--- src/rtl/pieo_pre_enq_tracker.sv ---
// pieo_pre_enq_tracker
// Enqueue-side companion of the PIEO post-dequeue DRR scheduler. Keeps at
// most one PIEO entry (or active service slot) per backlogged queue by
// tracking which queues already own one, and feeds untracked backlogged
// queues into the PIEO in round-robin order, one strobe every 2 cycles.
module pieo_pre_enq_tracker #(
    parameter int NUM_QUEUES = 3,
    parameter int ID_LOG     = $clog2(NUM_QUEUES),
    parameter int RANK_LOG   = 1,
    parameter int TIME_LOG   = 1
) (
    input  logic                                 clk,
    input  logic                                 rst,
    input  logic                                 en_in,
    input  logic [NUM_QUEUES-1:0]                fifo_tvalid,
    input  logic [NUM_QUEUES-1:0]                post_deq_end,
    input  logic                                 pieo_ready,
    input  logic                                 pieo_full,
    output logic                                 pieo_enq_trigger,
    output logic [ID_LOG+RANK_LOG+TIME_LOG-1:0]  pieo_enq_element,
    output logic                                 fifos_not_enq_flag,
    output logic [NUM_QUEUES-1:0]                tracked
);

    localparam int                    EW   = ID_LOG + RANK_LOG + TIME_LOG;
    localparam logic [ID_LOG:0]       NQ   = (ID_LOG+1)'(NUM_QUEUES);
    localparam logic [ID_LOG-1:0]     LAST = ID_LOG'(NUM_QUEUES - 1);
    localparam logic [NUM_QUEUES-1:0] ONE  = NUM_QUEUES'(1);

    typedef enum logic {
        IDLE,
        ENQ_GAP
    } state_t;

    state_t                    state;
    state_t                    state_next;
    logic [ID_LOG-1:0]         rr_ptr;
    logic [ID_LOG-1:0]         rr_ptr_next;
    logic [EW-1:0]             elem_q;
    logic [EW-1:0]             elem_new;
    logic [NUM_QUEUES-1:0]     cand;
    logic [NUM_QUEUES-1:0]     set_mask;
    logic [2*NUM_QUEUES-1:0]   cand_dbl;
    logic [NUM_QUEUES-1:0]     cand_rot;
    logic [NUM_QUEUES-1:0]     rot_sh;
    logic [ID_LOG:0]           sel_sum;
    logic [ID_LOG-1:0]         sel;
    logic                      sel_valid;
    logic                      enq_fire;

    // Backlogged queues that do not yet own a PIEO entry or service slot.
    always_comb begin
        cand               = fifo_tvalid & ~tracked;
        fifos_not_enq_flag = |cand;
    end

    // Round-robin pick: rotate cand so rr_ptr lands at bit 0, find the lowest
    // set bit, then map the offset back to an absolute queue index mod N.
    // The loop runs from the highest offset down so the nearest one wins.
    always_comb begin
        cand_dbl  = {cand, cand} >> rr_ptr;
        cand_rot  = cand_dbl[NUM_QUEUES-1:0];
        rot_sh    = '0;
        sel_sum   = '0;
        sel_valid = 1'b0;
        for (int unsigned i = NUM_QUEUES; i > 0; i--) begin
            rot_sh = cand_rot >> (i - 1);
            if (rot_sh[0]) begin
                sel_sum   = {1'b0, rr_ptr} + (ID_LOG+1)'(i - 1);
                sel_valid = 1'b1;
            end
        end
        if (sel_sum >= NQ) begin
            sel = ID_LOG'(sel_sum - NQ);
        end else begin
            sel = sel_sum[ID_LOG-1:0];
        end
    end

    // Element layout {time, rank, id}; time and rank stay zero, so the
    // element can never be the all-ones invalid marker.
    always_comb begin
        elem_new             = '0;
        elem_new[ID_LOG-1:0] = sel;
    end

    // Next-state and strobe decode; ENQ_GAP enforces a dead cycle after
    // every strobe regardless of pieo_ready.
    always_comb begin
        state_next = state;
        enq_fire   = 1'b0;
        case (state)
            IDLE: begin
                if (!rst && en_in && pieo_ready && !pieo_full && sel_valid) begin
                    enq_fire   = 1'b1;
                    state_next = ENQ_GAP;
                end
            end
            ENQ_GAP: begin
                state_next = IDLE;
            end
            default: begin
                state_next = IDLE;
            end
        endcase
    end

    // Strobe outputs, pointer advance and tracking bit to set on a strobe.
    always_comb begin
        pieo_enq_trigger = enq_fire;
        pieo_enq_element = enq_fire ? elem_new : elem_q;
        rr_ptr_next      = (sel == LAST) ? '0 : sel + ID_LOG'(1);
        set_mask         = enq_fire ? (ONE << sel) : '0;
    end

    // State, tracking bitmap, round-robin pointer and held element.
    // Releases and a strobe on a different queue in the same cycle both apply.
    always_ff @(posedge clk) begin
        if (rst) begin
            state   <= IDLE;
            tracked <= '0;
            rr_ptr  <= '0;
            elem_q  <= '0;
        end else begin
            state   <= state_next;
            tracked <= (tracked & ~post_deq_end) | set_mask;
            if (enq_fire) begin
                rr_ptr <= rr_ptr_next;
                elem_q <= elem_new;
            end
        end
    end

endmodule
--- config.mk ---
export PLATFORM = sky130hd
export DESIGN_NAME = pieo_pre_enq_tracker
export DESIGN_NICKNAME = d
export VERILOG_FILES = /design/src/rtl/pieo_pre_enq_tracker.sv
export SDC_FILE = /design/constraint.sdc
export NUM_CORES = 1
export LEC_CHECK = 0
export BUFFER_PORTS_ARGS = -buffer_cell sky130_fd_sc_hd__buf_2
export CAP_MARGIN = 20
export CORE_MARGIN = 4
export CORE_UTILIZATION = 45
export CTS_CLUSTER_DIAMETER = 100
export CTS_CLUSTER_SIZE = 16
export DETAILED_ROUTE_END_ITERATION = 8
export GPL_ROUTABILITY_DRIVEN = 1
export PLACE_DENSITY_LB_ADDON = 0.1
export SLEW_MARGIN = 15
export SYNTH_ARGS = -nofsm -noshare
export SYNTH_HDL_FRONTEND = slang
export SYNTH_SLANG_ARGS = --single-unit
--- constraint.sdc ---
create_clock -name clk -period 4.39 [get_ports clk]
set_input_delay 1.0975 -clock clk [delete_from_list [all_inputs] [get_ports clk]]
set_output_delay 1.0975 -clock clk [all_outputs]
set_load 0.01 [all_outputs]
==> report_table.html <==
<table>
<tr><th>Metric</th><th>Value</th></tr>
<tr><th colspan="2">Run status</th></tr>
<tr><td>Result of the run</td><td>complete, no violations</td></tr>
<tr><th colspan="2">Floorplanning</th></tr>
<tr><td>Starting utilization of the core area</td><td>0.503</td></tr>
<tr><td>Die Area</td><td>between 2000 and 2500 um^2</td></tr>
<tr><td>Die height</td><td>approximately 47 um</td></tr>
<tr><td>Horizontal die dimension</td><td>47.1 um</td></tr>
<tr><td>Total number of placement rows</td><td>13</td></tr>
<tr><td>Placeable core region</td><td>1370 um^2</td></tr>
<tr><td>Boundary Pins</td><td>20</td></tr>
<tr><th colspan="2">Clocking</th></tr>
<tr><td>Clock insertion delay at the later pin of the skew report</td><td>270 ps</td></tr>
<tr><td>Count of hold buffers inserted by post-cts repair</td><td>0</td></tr>
<tr><td>Number of buffers inserted during clock tree synthesis</td><td>3</td></tr>
<tr><td>Count of instances resized after the clock tree is built</td><td>0</td></tr>
<tr><td>CTS sink count</td><td>10</td></tr>
<tr><td>H-Tree Depth</td><td>1</td></tr>
<tr><td>Clock slew at reported path FFs</td><td>70 ps</td></tr>
<tr><td>Post-CTS Setup Repair Bufs</td><td>0</td></tr>
<tr><td>Root buf cell</td><td>sky130_fd_sc_hd__clkbuf_4</td></tr>
<tr><td>Maximum number of buffers from clock root to sink</td><td>2</td></tr>
<tr><td>TritonCTS clock tree</td><td>built</td></tr>
<tr><th colspan="2">Yosys</th></tr>
<tr><td>Number of flops mapped to enable cells by yosys</td><td>0</td></tr>
<tr><td>Part of the Yosys area used for sequential elements</td><td>0.291</td></tr>
<tr><td>Post-synthesis cell area</td><td>roughly 700 um^2</td></tr>
<tr><td>Synthesis Warnings</td><td>0</td></tr>
<tr><td>Post-synthesis instance total</td><td>85</td></tr>
<tr><td>Net count after synthesis</td><td>98</td></tr>
<tr><td>Fraction of synthesis flops using an asynchronous set or reset pin</td><td>0</td></tr>
<tr><td>Synth Register Bits</td><td>10</td></tr>
<tr><td>Average cell area after synthesis</td><td>8.08 um^2</td></tr>
<tr><td>Flip-flop cell with the highest count after synthesis</td><td>sky130_fd_sc_hd__dfxtp_1</td></tr>
<tr><td>Count of distinct cell types in the synthesized netlist</td><td>35</td></tr>
<tr><th colspan="2">Setup path</th></tr>
<tr><td>Endpoint of the worst-slack reg-to-reg timing path</td><td>elem_q[0]</td></tr>
<tr><td>Dominant delay contributor by cell family on the critical path</td><td>compound AO/OA/AOI/OAI gates</td></tr>
<tr><td>Number of gates on the worst path with buffers counted</td><td>10</td></tr>
<tr><td>CP Class</td><td>in2out</td></tr>
<tr><td>Worst setup path end</td><td>pieo_enq_element[0]</td></tr>
<tr><td>Length in cells of the worst reg-to-reg path</td><td>8</td></tr>
<tr><td>Setup slack of the most critical reg-to-reg path</td><td>2040 ps</td></tr>
<tr><td>Kind of launch point of the worst setup path</td><td>input port</td></tr>
<tr><td>Total buffers and inverters traversed by the critical path</td><td>2</td></tr>
<tr><td>Critical path cell sequence</td><td>buf_2 -&gt; nor2b_2 -&gt; nor3_1 -&gt; a211oi_1 -&gt; o221ai_2 -&gt; ha_1 -&gt; a211o_1 -&gt; or3_1 -&gt; a21oi_1 -&gt; buf_2</td></tr>
<tr><td>Most common cell type on the critical path</td><td>sky130_fd_sc_hd__buf_2</td></tr>
<tr><td>Worst Path Arrival</td><td>between 3000 and 4000 ps</td></tr>
<tr><td>Critical Path Max Stage Delay</td><td>340 ps</td></tr>
<tr><td>Reg-to-reg startpoint</td><td>tracked[1]</td></tr>
<tr><td>Req. time, crit path</td><td>3290 ps</td></tr>
<tr><td>Critical path's slowest cell</td><td>sky130_fd_sc_hd__or3_1</td></tr>
<tr><td>Crit path max fanout</td><td>6</td></tr>
<tr><td>Kind of end point of the critical path</td><td>output port</td></tr>
<tr><td>CP Launch Point</td><td>fifo_tvalid[0]</td></tr>
<tr><th colspan="2">Timing</th></tr>
<tr><td>Final setup fails</td><td>0</td></tr>
<tr><td>Slew at the pin closest to its max-slew limit</td><td>397 ps</td></tr>
<tr><td>Hold Vio Cnt, Final</td><td>0</td></tr>
<tr><td>Share of the cycle needed by the critical path after routing</td><td>0.964</td></tr>
<tr><td>Number of pins with negative max-slew slack in the final report</td><td>0</td></tr>
<tr><td>Max Clock Freq</td><td>about 240 MHz</td></tr>
<tr><td>Final worst path period need</td><td>between 4000 and 5000 ps</td></tr>
<tr><td>Worst slew margin</td><td>0.735</td></tr>
<tr><td>Worst hold slack across all endpoints</td><td>532 ps</td></tr>
<tr><td>Fin Setup TNS</td><td>0 ps</td></tr>
<tr><td>Layout Skew</td><td>between 0.8 and 0.9 ps</td></tr>
<tr><td>Setup repair after global routing missed its margin</td><td>false</td></tr>
<tr><th colspan="2">Placement</th></tr>
<tr><td>Cell Count Post-Placement</td><td>118</td></tr>
<tr><td>Placed cell areas</td><td>between 800 and 900 um^2</td></tr>
<tr><td>Half-perimeter wire length of the detailed placement result</td><td>between 1 and 1.5 mm</td></tr>
<tr><td>Port Buf Inserts</td><td>19</td></tr>
<tr><td>Global placement routability congestion</td><td>0.791</td></tr>
<tr><th colspan="2">Layout</th></tr>
<tr><td>Filler-free cell count of the finished design</td><td>122</td></tr>
<tr><td>Nets</td><td>121</td></tr>
<tr><td>Antenna cell count</td><td>0</td></tr>
<tr><td>Fillers</td><td>134</td></tr>
<tr><td>Fraction of layout instances using a drive strength above 1</td><td>0.299</td></tr>
<tr><td>Post-route design area</td><td>around 840 um^2</td></tr>
<tr><td>Leading cell type in the layout, fill and taps excluded</td><td>sky130_fd_sc_hd__buf_2</td></tr>
<tr><td>Most frequent cells in the layout</td><td>sky130_fd_sc_hd__buf_2, sky130_fd_sc_hd__dfxtp_1, sky130_fd_sc_hd__nor2_1</td></tr>
<tr><td>Area Overhead vs Synth</td><td>21.9%</td></tr>
<tr><th colspan="2">Detailed routing</th></tr>
<tr><td>Aggregate routed wire length</td><td>1.64 mm</td></tr>
<tr><td>Pre-antenna DRT Iters</td><td>4</td></tr>
<tr><td>Iter 0 DRT Violations</td><td>20</td></tr>
<tr><td>Number of nets still failing antenna checks after routing</td><td>0</td></tr>
<tr><td>DR DRC count</td><td>0</td></tr>
<tr><td>WL/cell</td><td>13.4 um</td></tr>
<tr><td>Vias after detailed routing</td><td>702</td></tr>
<tr><td>Via density per instance</td><td>5.75</td></tr>
<tr><th colspan="2">Power and ir drop</th></tr>
<tr><td>Maximum vdd drop</td><td>~0.18 mV</td></tr>
<tr><td>Power density relative to cell area</td><td>272 nW/um^2</td></tr>
<tr><td>Comb power frac</td><td>0.211</td></tr>
<tr><td>Sequential cell fraction of total power</td><td>0.422</td></tr>
<tr><td>Power dissipated by switching net loads</td><td>64.5 uW</td></tr>
<tr><td>Internal portion of total power</td><td>around 160 uW</td></tr>
<tr><td>Static Leak</td><td>0.371 nW</td></tr>
<tr><td>Clock network fraction of total power</td><td>0.366</td></tr>
<tr><td>Pwr Total</td><td>228 uW</td></tr>
<tr><td>Net Sw Frac</td><td>0.283</td></tr>
<tr><th colspan="2">Global route</th></tr>
<tr><td>Maximum number of pins on one net before global-route repair</td><td>12</td></tr>
<tr><td>Number of global-route vias before repair</td><td>696</td></tr>
<tr><td>All-layer global routing usage</td><td>0.178</td></tr>
<tr><td>Initial antenna violation count</td><td>0</td></tr>
<tr><td>Total grt overflow</td><td>0</td></tr>
<tr><td>Global-route wire length before repair</td><td>2.87 mm</td></tr>
<tr><th colspan="2">Hold path</th></tr>
<tr><td>Min-Delay Path Class</td><td>reg2reg</td></tr>
<tr><th colspan="2">Job</th></tr>
<tr><td>Number of max-cap violations</td><td>0</td></tr>
</table>
==> layer usage <==
layer | routed length [um] | global-route usage
met4 | 0 | 0.0331
met3 | 125 | 0.0728
met2 | 729 | 0.274
met1 | 782 | 0.237
met5 | 0 | 0
==> registers in the layout, summed over array words and instances (netlist names) <==
name	flops
rr_ptr	2
state	1
elem_q	4
tracked	3
==> tightest hold or removal path, stage by stage (launching register included) <==
cell and delay [ps]:
sky130_fd_sc_hd__dfxtp_1 310, sky130_fd_sc_hd__nor2_1 50, sky130_fd_sc_hd__a211oi_2 130
==> cell families after synthesis <==
group / Yosys count / share of synthesized area
flops: 10 / 0.291
fa+ha+maj: 2 / 0.0364
buf+inv: 8 / 0.0492
compound gates: 26 / 0.290
mux: 2 / 0.0291
simple gates: 37 / 0.304
==> cell type report <==
type                    instances  area [um^2]  share of cell area
flip-flops and latches         10          200               0.239
multi-input cells              67          453               0.541
inverters                       5         18.8              0.0224
repair buffers                 21          110               0.132
clock buffers                   4         36.3              0.0433
well taps                      15         18.8              0.0224
==> cell usage after synthesis (all sizes together) (2+ instances only) <==
cell type  number  area (um^2)
o311ai          4         35.0
nor2b           6         40.0
clkbuf          2         7.51
a21oi           3         15.0
nor3            6         30.0
nand3           2         10.0
mux2i           2         20.0
o2111ai         2         17.5
o22ai           2         12.5
nand2           3         11.3
o21ai           3         15.0
ha              2         25.0
nor2            7         26.3
and2            2         12.5
a211oi          4         35.0
inv             5         18.8
nand2b          5         33.8
dfxtp          10          200
or3b            3         26.3
nand4           2         12.5
==> through the flow <==
| stage | util | setup slack, ps |
|---|---|---|
| floorplan | - | 280 |
| global placement | 0.586 | 237 |
| detailed placement | 0.586 | 171 |
| CTS | 0.613 | 174 |
| global route | 0.613 | 40.5 |
| finish | 0.613 | 157 |
==> power groups by stage <==
stage	sequential [mW]	combinational [mW]	clock, mW
2_1_floorplan	0.0969	0.0337	0
3_3_place_gp	0.0983	0.0469	0
3_5_place_dp	0.0983	0.0474	0
4_1_cts	0.0962	0.0477	0.0842
5_1_grt	0.0968	0.0540	0.0920
6_report	0.0962	0.0482	0.0835
==> worst min-delay path by stage <==
stage,start,to,cells after the start
4_1_cts,elem_q[0],elem_q[0],2
3_3_place_gp,elem_q[0],elem_q[0],2
5_1_grt,tracked[2],tracked[2],2
6_report,elem_q[0],elem_q[0],2
3_5_place_dp,elem_q[0],elem_q[0],2
2_1_floorplan,elem_q[0],elem_q[0],2
No activity file was read; power rests on OpenSTA's default activity.
